===== src/rtl/filt_chan_sched_pkg.sv =====
// Shared types and helpers for the filter channel scheduler (filt_chan_sched).
package fcs_pkg;

  typedef enum logic [1:0] {
    IDLE  = 2'd0,
    GRANT = 2'd1,
    HOLD  = 2'd2
  } fcs_state_e;

  localparam int CNT_W = 16;
  localparam int GAP_W = 4;

  function automatic int clog2(input int n);
    int r;
    r = 0;
    for (int i = 0; i < 31; i++) begin
      if ((1 << i) < n) r = i + 1;
    end
    return r;
  endfunction

endpackage


===== src/rtl/filt_chan_sched_if.sv =====
// Request, filter and result buses of filt_chan_sched. Handshake: a request sample
// moves on a rising edge where req_valid[c] & req_ready[c]; flt_stb/res_valid are unacknowledged strobes.
interface filt_chan_sched_if
  import fcs_pkg::*;
#(
  parameter int NCH = 4,
  parameter int W   = 15
);
  localparam int CW = clog2(NCH);

  logic [NCH-1:0]   req_valid;
  logic [NCH*W-1:0] req_data;
  logic [NCH-1:0]   req_ready;
  logic             flt_stb;
  logic [W-1:0]     flt_data;
  logic [CW-1:0]    flt_ch;
  logic [W-1:0]     flt_res;
  logic             res_valid;
  logic [CW-1:0]    res_ch;
  logic [W-1:0]     res_data;

  modport slave (
    input  req_valid, req_data, flt_res,
    output req_ready, flt_stb, flt_data, flt_ch, res_valid, res_ch, res_data
  );

  modport master (
    output req_valid, req_data, flt_res,
    input  req_ready, flt_stb, flt_data, flt_ch, res_valid, res_ch, res_data
  );

endinterface


===== src/rtl/filt_chan_sched_rr_pick.sv =====
// Combinational round-robin picker: first valid channel at or after ptr, wrapping at NCH.
module fcs_rr_pick #(
  parameter int NCH = 4,
  parameter int CW  = 2
) (
  input  logic [NCH-1:0] valid,
  input  logic [CW-1:0]  ptr,
  output logic [CW-1:0]  winner,
  output logic           any
);

  // Scan from the farthest offset down so the nearest valid channel is written last.
  always_comb begin
    int idx;
    winner = '0;
    any    = 1'b0;
    for (int i = NCH - 1; i >= 0; i--) begin
      idx = int'(ptr) + i;
      if (idx >= NCH) idx = idx - NCH;
      if (valid[idx]) begin
        winner = CW'(idx);
        any    = 1'b1;
      end
    end
  end

endmodule


===== src/rtl/filt_chan_sched.sv =====
// Round-robin scheduler sharing one filter among NCH channels, tagging results by channel.
// Optional per-channel grant counters with cnt_sel/cnt_val when FCS_GRANT_CNT_EN is defined.
module filt_chan_sched
  import fcs_pkg::*;
#(
  parameter int NCH      = 4,
  parameter int W        = 15,
  parameter int FILT_LAT = 1,
  parameter int GAP      = 1
) (
  input  logic                   clock_in,
  input  logic                   reset_n,
  filt_chan_sched_if.slave       bus,
  output logic                   busy,
  output logic [1:0]             state_dbg
`ifdef FCS_GRANT_CNT_EN
  ,
  input  logic [clog2(NCH)-1:0]  cnt_sel,
  output logic [CNT_W-1:0]       cnt_val
`endif
);

  localparam int CW = clog2(NCH);
  localparam logic [GAP_W-1:0] HOLD_LAST = GAP_W'(GAP - 2);

  fcs_state_e               state_q, state_d;
  logic [CW-1:0]            rr_q, rr_d;
  logic [GAP_W-1:0]         hold_cnt_q, hold_cnt_d;
  logic                     flt_stb_q, flt_stb_d;
  logic [W-1:0]             flt_data_q, flt_data_d;
  logic [CW-1:0]            flt_ch_q, flt_ch_d;
  logic [FILT_LAT-1:0]      pipe_stb_q, pipe_stb_d;
  logic [FILT_LAT-1:0][CW-1:0] pipe_ch_q, pipe_ch_d;
  logic [NCH-1:0]           req_ready;
  logic [CW-1:0]            win;
  logic                     win_any;

  fcs_rr_pick #(.NCH(NCH), .CW(CW)) u_pick (
    .valid  (bus.req_valid),
    .ptr    (rr_q),
    .winner (win),
    .any    (win_any)
  );

  // The winner is chosen in GRANT itself so a requester that drops valid simply loses the slot.
  always_comb begin
    state_d    = state_q;
    rr_d       = rr_q;
    hold_cnt_d = hold_cnt_q;
    flt_stb_d  = 1'b0;
    flt_data_d = flt_data_q;
    flt_ch_d   = flt_ch_q;
    req_ready  = '0;
    case (state_q)
      IDLE: begin
        if (|bus.req_valid) state_d = GRANT;
      end
      GRANT: begin
        if (win_any) begin
          req_ready[win] = 1'b1;
          flt_stb_d      = 1'b1;
          flt_data_d     = bus.req_data[int'(win)*W +: W];
          flt_ch_d       = win;
          rr_d           = (int'(win) == NCH - 1) ? '0 : win + CW'(1);
        end
        hold_cnt_d = '0;
        state_d    = (GAP > 1) ? HOLD : IDLE;
      end
      HOLD: begin
        if (hold_cnt_q == HOLD_LAST) state_d = IDLE;
        else                         hold_cnt_d = hold_cnt_q + GAP_W'(1);
      end
      default: state_d = IDLE;
    endcase
  end

  // Tag pipe lines up with the filter latency: stage 0 loads as flt_stb is seen by the filter.
  always_comb begin
    pipe_stb_d   = '0;
    pipe_ch_d    = '0;
    pipe_stb_d[0] = flt_stb_q;
    pipe_ch_d[0]  = flt_ch_q;
    for (int i = 1; i < FILT_LAT; i++) begin
      pipe_stb_d[i] = pipe_stb_q[i-1];
      pipe_ch_d[i]  = pipe_ch_q[i-1];
    end
  end

  always_ff @(posedge clock_in or negedge reset_n) begin
    if (!reset_n) begin
      state_q    <= IDLE;
      rr_q       <= '0;
      hold_cnt_q <= '0;
      flt_stb_q  <= 1'b0;
      flt_data_q <= '0;
      flt_ch_q   <= '0;
      pipe_stb_q <= '0;
      pipe_ch_q  <= '0;
    end else begin
      state_q    <= state_d;
      rr_q       <= rr_d;
      hold_cnt_q <= hold_cnt_d;
      flt_stb_q  <= flt_stb_d;
      flt_data_q <= flt_data_d;
      flt_ch_q   <= flt_ch_d;
      pipe_stb_q <= pipe_stb_d;
      pipe_ch_q  <= pipe_ch_d;
    end
  end

  assign bus.req_ready = req_ready;
  assign bus.flt_stb   = flt_stb_q;
  assign bus.flt_data  = flt_data_q;
  assign bus.flt_ch    = flt_ch_q;
  assign bus.res_valid = pipe_stb_q[FILT_LAT-1];
  assign bus.res_ch    = pipe_stb_q[FILT_LAT-1] ? pipe_ch_q[FILT_LAT-1] : '0;
  assign bus.res_data  = pipe_stb_q[FILT_LAT-1] ? bus.flt_res : '0;
  assign busy          = (state_q != IDLE) | flt_stb_q | (|pipe_stb_q);
  assign state_dbg     = state_q;

`ifdef FCS_GRANT_CNT_EN
  logic [CNT_W-1:0] cnt_q [NCH];
  logic [CNT_W-1:0] cnt_d [NCH];

  always_comb begin
    for (int c = 0; c < NCH; c++) begin
      cnt_d[c] = cnt_q[c];
      if (flt_stb_d && (flt_ch_d == CW'(c)) && (cnt_q[c] != '1))
        cnt_d[c] = cnt_q[c] + CNT_W'(1);
    end
  end

  always_ff @(posedge clock_in or negedge reset_n) begin
    if (!reset_n) begin
      for (int c = 0; c < NCH; c++) cnt_q[c] <= '0;
    end else begin
      for (int c = 0; c < NCH; c++) cnt_q[c] <= cnt_d[c];
    end
  end

  assign cnt_val = (int'(cnt_sel) < NCH) ? cnt_q[cnt_sel] : '0;
`endif

endmodule

===== src/flat_wrapper.sv =====
// flat-port wrapper written by rule: the top's interface ports become plain ports
module filt_chan_sched_flat import fcs_pkg::*;
#(
  parameter int NCH      = 4,
  parameter int W        = 15,
  parameter int FILT_LAT = 1,
  parameter int GAP      = 1
)
  (clock_in, reset_n, busy, state_dbg, bus_req_valid, bus_req_data, bus_flt_res, bus_req_ready, bus_flt_stb, bus_flt_data, bus_flt_ch, bus_res_valid, bus_res_ch, bus_res_data);
  filt_chan_sched_if #(.NCH(NCH), .W(W)) bus_i ();
  input  logic clock_in;
  input  logic reset_n;
  output logic busy;
  output logic [1:0] state_dbg;
  input wire logic [$bits(bus_i.req_valid)-1:0] bus_req_valid;
  input wire logic [$bits(bus_i.req_data)-1:0] bus_req_data;
  input wire logic [$bits(bus_i.flt_res)-1:0] bus_flt_res;
  output wire logic [$bits(bus_i.req_ready)-1:0] bus_req_ready;
  output wire logic [$bits(bus_i.flt_stb)-1:0] bus_flt_stb;
  output wire logic [$bits(bus_i.flt_data)-1:0] bus_flt_data;
  output wire logic [$bits(bus_i.flt_ch)-1:0] bus_flt_ch;
  output wire logic [$bits(bus_i.res_valid)-1:0] bus_res_valid;
  output wire logic [$bits(bus_i.res_ch)-1:0] bus_res_ch;
  output wire logic [$bits(bus_i.res_data)-1:0] bus_res_data;
  assign bus_i.req_valid = bus_req_valid;
  assign bus_i.req_data = bus_req_data;
  assign bus_i.flt_res = bus_flt_res;
  assign bus_req_ready = bus_i.req_ready;
  assign bus_flt_stb = bus_i.flt_stb;
  assign bus_flt_data = bus_i.flt_data;
  assign bus_flt_ch = bus_i.flt_ch;
  assign bus_res_valid = bus_i.res_valid;
  assign bus_res_ch = bus_i.res_ch;
  assign bus_res_data = bus_i.res_data;
  filt_chan_sched #(.NCH(NCH), .W(W), .FILT_LAT(FILT_LAT), .GAP(GAP)) u_core (.clock_in(clock_in), .reset_n(reset_n), .bus(bus_i), .busy(busy), .state_dbg(state_dbg));
endmodule

===== config.mk =====
export PLATFORM = sky130hd
export DESIGN_NAME = filt_chan_sched_flat
export DESIGN_NICKNAME = d
export VERILOG_FILES = /design/src/rtl/filt_chan_sched_pkg.sv /design/src/rtl/filt_chan_sched_if.sv /design/src/rtl/filt_chan_sched_rr_pick.sv /design/src/rtl/filt_chan_sched.sv /design/src/flat_wrapper.sv
export SDC_FILE = /design/constraint.sdc
export NUM_CORES = 1
export LEC_CHECK = 0
export ABC_AREA = 1
export BUFFER_PORTS_ARGS = -buffer_cell sky130_fd_sc_hd__buf_4
export CORE_MARGIN = 1
export CORE_UTILIZATION = 47
export DETAILED_ROUTE_END_ITERATION = 6
export PLACE_DENSITY = 0.86
export SYNTH_ARGS = -nofsm -noshare
export SYNTH_HDL_FRONTEND = slang
export SYNTH_SLANG_ARGS = --single-unit

===== constraint.sdc =====
create_clock -name clock_in -period 3.3 [get_ports clock_in]
set_input_delay 0.66 -clock clock_in [delete_from_list [all_inputs] [get_ports clock_in]]
set_output_delay 0.66 -clock clock_in [all_outputs]
set_load 0.1 [all_outputs]

# Word-level counts from Yosys, hierarchy flattened
# Index checks and enable logic that the tools add are counted.
dict set report totals {
  mem_bits_ro 0
  input_bits 81
  out_inout_bits 43
  ff_bits 29
  mem_count 0
  elab_cells 84
  ramBits 0
  latchBits 0
}
dict set report classes {
  n_mux 38
  addsub 9
  shifts 1
  bitwise_logic 2
  div 0
  n_lt_le_gt_ge 10
  n_eq_ne 7
  n_reduce_logical 8
  mul 1
}
# cell count
set op_table {}
lappend op_table {{$lt 32x4->1 const B} 4}
lappend op_table {{$mux 32} 4}
lappend op_table {{$shiftx 60x32->15} 1}
lappend op_table {{$ge 32x4->1 const B} 1}
lappend op_table {{$sub 32x4->32 const B} 1}
lappend op_table {{$mux 2} 8}
lappend op_table {{$mux 1} 15}
lappend op_table {{$mux 15} 1}
lappend op_table {{$mux 4} 3}
lappend op_table {{$bmux 1 s2} 4}
lappend op_table {{$pmux 4 s2} 1}
lappend op_table {{$sub 3x3->4 const B} 2}
lappend op_table {{$add 2x2->3 const B} 2}
lappend op_table {{$ge 3x3->1 const B} 2}
lappend op_table {{$mul 2x4->6 const B} 1}
lappend op_table {{$reduce_and 2->1} 3}
lappend op_table {{$add 4x1->4 const B} 1}
lappend op_table {{$eq 2x1->1 const B} 2}
lappend op_table {{$eq 4x4->1 const B} 1}
lappend op_table {{$ne 2x1->1 const B} 2}
lappend op_table {{$pmux 2 s2} 1}
lappend op_table {{$reduce_bool 2->1} 2}
lappend op_table {{$reduce_or 4->1} 1}
lappend op_table {{$sub 2x3->4 const B} 1}
lappend op_table {{other kinds (11)} 12}

# Longest topological paths before layout
# Gate-level depths: netlist of run 1.
dict set report depth {
  depth_word 16
  ltp_mapped 14
  mapped_depth_nobuf 13
}

# Hierarchy
# Synthesis of run 1 repeated with hierarchy kept, for this count alone.
dict set report unflattened {
  hier_cells 321
  area_unflattened_um2 1870.5
}
# module area_each_um2 seq_area_each_um2 cells_each instances
set modules_own_cells {}
lappend modules_own_cells {filt_chan_sched 1655.3 600.6 277 1}
lappend modules_own_cells {fcs_rr_pick 215.2 0.0 44 1}

# Worst setup path after synthesis of run 1
# Ideal clock, no wire load.
dict set report synth_timing {
  path_type {reg-to-output}
  start {register u_core.state_q[0] (netlist: u_core.state_dbg[0])}
  end {output bus_req_ready[0]}
  t_required_ps 2640
  setup_slack_ps -249
  t_arrival_ps 2889
  n_path_buf 1
  stages_incl_launch_ff 8
  cell_sequence {dfrtp_1 inv_1 nor2_1 inv_1 clkbuf_1 nor2_1 inv_1 nor2_1}
}
dict set report synth_between {
  elab_chain_len 2
}
# item line_no
set synth_lines {}
lappend synth_lines {{start: declaration} filt_chan_sched.sv:26} ;# fcs_state_e state_q, state_d;
lappend synth_lines {{start signal: assignment} filt_chan_sched.sv:100} ;# state_q <= state_d;
lappend synth_lines {{$eq 2x1->1} filt_chan_sched.sv:54} ;# case (state_q)
lappend synth_lines {{$mux 4} filt_chan_sched.sv:54}
lappend synth_lines {{end: declaration} flat_wrapper.sv:18} ;# output wire logic [$bits(bus_i.req_ready)-1:0] bus_req_ready;
# No other way between the ends.

# Worst setup path after layout of run 1
dict set report layout_timing {
  start {register u_core.rr_q[0]}
  end {output bus_req_ready[3]}
}
dict set report layout_between {
  elab_chain_len 16
  word_cells_on_any_way 42
  classes_between {add/sub (7); order compare (6); mux (28); reduce/logical (1)}
}
# item line_no
set layout_lines {}
lappend layout_lines {{start: declaration} filt_chan_sched.sv:27} ;# logic [CW-1:0] rr_q, rr_d;
lappend layout_lines {{start signal: assignment} filt_chan_sched.sv:101} ;# rr_q <= rr_d;
lappend layout_lines {{$add 2x2->3} filt_chan_sched_rr_pick.sv:18} ;# idx = int'(ptr) + i;
lappend layout_lines {{$sub 32x4->32 or $ge 32x4->1 (tied branches)} filt_chan_sched_rr_pick.sv:19} ;# if (idx >= NCH) idx = idx - NCH;
lappend layout_lines {{$mux 32} filt_chan_sched_rr_pick.sv:19}
lappend layout_lines {{$bmux 1 s2} filt_chan_sched_rr_pick.sv:20} ;# if (valid[idx]) begin
lappend layout_lines {{$mux 1 (not written as such) (2 in series)} filt_chan_sched_rr_pick.sv:20}
lappend layout_lines {{$mux 2 (4 in series)} filt_chan_sched_rr_pick.sv:20}
lappend layout_lines {{$lt 2x3->1 (not written as such) or $ge 2x1->1 (tied branches)} filt_chan_sched.sv:60} ;# req_ready[win] = 1'b1;
lappend layout_lines {{$logic_and 1x1->1 (not written as such)} filt_chan_sched.sv:60}
lappend layout_lines {{$mux 1 (not written as such)} filt_chan_sched.sv:60}
lappend layout_lines {{$demux 1 s2} --}
lappend layout_lines {{$mux 4 (*)} filt_chan_sched.sv:59} ;# if (win_any) begin
lappend layout_lines {{$mux 4 (*)} filt_chan_sched.sv:54}
# Mark *: on every way between the ends. The rest lies on a longest branch, timed or not. The select of a mux whose other input is x is not followed.

==> results.toml, run 1 <==
[critical_path]
r2r_cells = 14
r2r-start = "u_core.rr_q[0]"
critical_path.cell_chain = "inv_1 > nand2_1 > nand3_1 > nand2_1 > nand3_2 > nand2_1 > nand2_2 > nand2_4 > ha_1 > inv_1 > nor2_2 > buf_4"
cp.required_ns = 2.64
endpoint_kind = "primary output"
cp-start-kind = "flip-flop"
slowest_stage = "dfrtp_1"
cpMostUsedCell = "nand2_1"
path_class = "flip-flop to primary output"
r2r_slack_ns = 1.16
cp.arrival_ns = 2.35
critPathMaxFanout = 16
r2r_end = "u_core.bus.flt_data[14]"
cpPeakStageDelay_ns = 0.56

[timing]
fmax_ghz = 0.3323
setup_viol = 0
period_minus_slack_ns = 3.010
hold_viol = 0
worst_pin_slew_ns = 0.5177
fin_crit_sh = 0.9120
relSlewSlack = 0.6549
fin_tns_setup_ns = 0
rsz0062_at_grt = "no"
slew_violations = 0
finClkSkew_ns = 0.009135
whs_ns = 0.2585

[logic_synthesis]
ys_warn_count = 0
ys_seq_area_frac = 0.2967
yosys-top-cells-area = "dfrtp_1 (30%), nand2_1 (24%), inv_1 (16%), nand3_1 (16%), buf_6 (2.2%)"
syn_area_per_cell_um2 = 5.751
synth_top_area_cell = "dfrtp_1"
synthesis.area_um2 = 2024
syn-num-nets = 434
syn_inst = 352
ys_types = 19
ys_ff_latch = 24
synth_top_area_share = 0.2967

[clock_tree]
clockRootBuffer = "clkbuf_8"
clk_path_buf_depth = 2
cts_resized = 0
numCtsBuffers = 3
clk_pin_slew_ns = 0.09
hold_buffers = 0
clkSinkCount = 24
clk_latency_ns = 0.28
tritoncts = "built"
post_cts_buffers = 0
h-tree-depth = 1

[floorplan]
pin_count = 124
core.rowCount = 23
fp.dieArea_um2 = 4574
die_y_um = 67.63
die_x_um = 67.63
start_util = 0.4989
fp.coreArea_um2 = 4058

[grt]
grt_usage = 0.2310
gr-total-overflow = 0
grt_max_degree = 31
grt_pass1_wl_mm = 8.010
antenna_found_initial = 0
grt_pass1_vias = 1894

[placement]
routabilityCongestion = 0.9207
place_inst = 510
io_buffers = 122
dp_hpwl_mm = 4.323

[layout]
insertedDiodeCount = 0
drive_gt1_frac = 0.3060
nNetsFinal = 547
fillers = 362
fin_cells = 514
utilization = 0.7342
syn2layout_area_growth_pct = 47.16

[drt]
ant_nets = 0
vias = 2405
avgRoutedWirePerCell_um = 10.63
drcViolationCount = 0
via_per_inst = 4.679
dr.pass1.iters = 4
wl_mm = 5.466
first_iter_violations = 101

[status]
status = "completed"

[min_path]
min_path_type = "primary input to asynchronous set/reset pin"

[flow_run]
drv_cap = 0
==> area by class of cell <==
cell class / count / area [um^2] / share of cell area
clock buffer: 4 / 55.05 / 0.01848
multi-input combinational: 219 / 969.7 / 0.3255
tap: 50 / 62.56 / 0.02100
timing repair buffer: 127 / 953.4 / 0.3200
inverter: 90 / 337.8 / 0.1134
sequential: 24 / 600.6 / 0.2016
==> through the flow <==
step / cell area, um^2 / setup WS (ns)
global route: 2979 / 0.1105
detailed placement: 2924 / 0.4851
floorplan: 2029 / -0.2487
CTS: 2979 / 0.3073
global placement: 2924 / 0.5758
finish: 2979 / 0.2903
==> cell usage in the layout (no fill, tap or decap) <==
cell / Yosys / routed
nand2_1: 128 / 128
buf_4: 3 / 127
inv_1: 88 / 88
nand3_1: 65 / 65
dfrtp_1: 24 / 24
nor2_1: 10 / 8
clkbuf_8: 0 / 4
nand3_2: 3 / 3
o21ai_0: 3 / 3
o21ai_1: 2 / 2
inv_2: 2 / 2
nand2_2: 2 / 2
nand2_4: 2 / 2
nor2_2: 0 / 2
xnor2_1: 1 / 1
nor4_1: 1 / 1
ha_1: 1 / 1
conb_1: 1 / 1
==> worst max-delay path by stage <==
stage                             start               end  cells past startpoint
global placement       bus_req_valid[3]  bus_req_ready[2]                     10
detailed placement     bus_req_valid[3]  bus_req_ready[2]                     10
floorplan           u_core.state_dbg[0]  bus_req_ready[0]                      7
CTS                      u_core.rr_q[0]  bus_req_ready[3]                     12
global route             u_core.rr_q[0]  bus_req_ready[3]                     12
finish                   u_core.rr_q[0]  bus_req_ready[3]                     12
==> kinds of logic after synthesis <==
group / after synthesis / share of synthesized area
and+or+nand+nor: 211 / 0.4518
other: 1 / 0.001852
adders and majority gates: 1 / 0.006179
xor gates and xnor gates: 1 / 0.004327
buffers and inverters: 109 / 0.2268
DFF: 24 / 0.2967
AOI/OAI and AO/OA: 5 / 0.01236
==> synthesized netlist by cell type <==
cell,count
nor2_1,10
dfrtp_1,24
nand2_4,2
buf_2,7
nor4_1,1
inv_2,2
clkbuf_1,5
nand2_2,2
o21ai_0,3
nand2_1,128
o21ai_1,2
nand3_2,3
buf_6,4
nand3_1,65
buf_4,3
ha_1,1
inv_1,88
conb_1,1
xnor2_1,1
==> routing by layer <==
layer	vias up	global-route usage	part of all wire
met5	-	0	0
met4	0	0.1011	0.012
met3	7	0.02703	0.081
met2	117	0.4344	0.52
met1	1032	0.2557	0.39
li1	1249	-	-
==> registers in the layout, summed over array words and instances, names as in the netlist <==
name	cells
u_core.bus.flt_ch	2
u_core.bus.flt_data	15
u_core.bus.flt_stb	1
u_core.bus.res_valid	1
u_core.pipe_ch_q	2
u_core.rr_q	2
u_core.state_dbg	1
==> worst max-delay path, delay by kind of cell (launching register included) <==
family                     cells  cell delay [ns]
and+or+nand+nor                8             0.83
buffers and inverters          3             0.49
DFF                            1             0.56
adders and majority gates      1             0.18
Power of run 1 is left out: the tool's default activity adds up to more than one toggle a clock period on the data nets, which glitch-free logic cannot reach.
==> run 2: changes to the inputs <==
- PLACE_DENSITY: 0.86 -> 0.92
==> run 2 against run 1 <==
Compared with the run above: clock skew down 0.0079 ns; maximum frequency fell by 3.0%; first-iteration DRC count up 2.0%; design area decreased by 0.71%; critical path depth did not move; global-route usage is 0.67 points higher; register-to-register slack hardly changed; critical path type unchanged; critical endpoint unchanged.
==> results.toml, run 2 (synthesis gave the netlist of run 1 again) <==
[status]
status = "completed"

[timing]
rsz0062_at_grt = "no"
hold_viol = 0
finClkSkew_ns = 0.001198
period_minus_slack_ns = 3.104
worst_pin_slew_ns = 0.5013
slew_violations = 0
fmax_ghz = 0.3222
fin_crit_sh = 0.9406
relSlewSlack = 0.6658
setup_viol = 0
fin_tns_setup_ns = 0

[layout]
largest_register_ffs = 15
final_cell_mix = "nand2_1 (128), buf_4 (126), inv_1 (88)"
fin_cells = 512
syn2layout_area_growth_pct = 46.11
drive_gt1_frac = 0.3030
final_common_cell = "nand2_1"
nNetsFinal = 546
insertedDiodeCount = 0

[grt]
antenna_found_initial = 0
grt_max_degree = 34
gr-total-overflow = 0
grt_pass1_vias = 1994
grt_usage = 0.2377
grt_pass1_wl_mm = 8.335

[drt]
avgRoutedWirePerCell_um = 10.64
dr.pass1.iters = 4
ant_nets = 0
drcViolationCount = 0
vias = 2407
first_iter_violations = 103
wl_mm = 5.449
via_per_inst = 4.701

[floorplan]
fp.dieArea_um2 = 4574
start_util = 0.4989
die_y_um = 67.63
core.rowCount = 23
fp.coreArea_um2 = 4058
die_x_um = 67.63
pin_count = 124

[clock_tree]
post_cts_buffers = 0
h-tree-depth = 1
numCtsBuffers = 3
clk_latency_ns = 0.25
clk_path_buf_depth = 2
tritoncts = "built"
clkSinkCount = 24
hold_buffers = 0
clk_pin_slew_ns = 0.07
clockRootBuffer = "clkbuf_8"
cts_resized = 0

[placement]
dp_hpwl_mm = 4.340
routabilityCongestion = 0.9315
io_buffers = 122
place_inst = 509

[critical_path]
critPathMaxFanout = 33
r2r-start = "u_core.rr_q[0]"
endpoint_kind = "primary output"
cp.required_ns = 2.64
cp-start-kind = "flip-flop"
r2r_cells = 11
path_class = "flip-flop to primary output"
r2r_slack_ns = 1.17
cp.arrival_ns = 2.44
r2r_end = "u_core.rr_q[1]"

[min_path]
min_path_type = "primary input to asynchronous set/reset pin"

[flow_run]
drv_cap = 0
-- run 2: final cells by class --
cell class	instances	area (um^2)
Fill cell	348	1100
Multi-Input combinational cell	219	969.7
Timing Repair Buffer	126	945.9
Sequential cell	24	600.6
Inverter	90	337.8
Tap cell	50	62.56
Clock buffer	3	41.29
-- run 2: worst max-delay path, stage by stage (launching register included) --
cell and delay [ns]:
dfrtp_1 0.55, inv_1 0.15, nand2_1 0.11, nand3_1 0.11, nand2_1 0.11, nand3_2 0.09, nand2_1 0.09, nand2_2 0.08
nand2_4 0.29, ha_1 0.20, inv_1 0.04, nor2_2 0.08, buf_4 0.29
-- run 2: per-layer routing --
| metal | track usage | share of wire | wire (um) | vias to the layer above |
|---|---|---|---|---|
| met3 | 0.04054 | 0.089 | 485 | 10 |
| met2 | 0.4109 | 0.50 | 2710 | 116 |
| met5 | 0 | 0 | 0 | - |
| li1 | - | - | - | 1247 |
| met1 | 0.2814 | 0.40 | 2166 | 1034 |
| met4 | 0.1144 | 0.016 | 86 | 0 |
-- run 2: how the worst max path moves through the flow --
stage	startpoint	endpoint	depth (start not counted)
final	u_core.rr_q[0]	bus_req_ready[3]	12
after global routing	u_core.rr_q[0]	bus_req_ready[3]	12
after CTS	u_core.rr_q[0]	bus_req_ready[3]	12
after detailed placement	bus_req_valid[1]	bus_req_ready[3]	13
after global placement	bus_req_valid[3]	bus_req_ready[3]	11
after floorplan	u_core.state_dbg[0]	bus_req_ready[0]	7
-- run 2: metrics by stage --
stage / hold WS (ns) / area, um^2 / setup slack, ns / utilization
after floorplan: 0.3644 / 2029 / -0.2487 / -
after global placement: 0.3911 / 2917 / 0.4748 / 0.7188
after detailed placement: 0.4019 / 2917 / 0.4047 / 0.7188
after CTS: 0.2894 / 2958 / 0.2235 / 0.7290
after global routing: 0.2962 / 2958 / 0.04910 / 0.7290
final: 0.2832 / 2958 / 0.1961 / 0.7290
Power of run 2 is left out for the same reason.
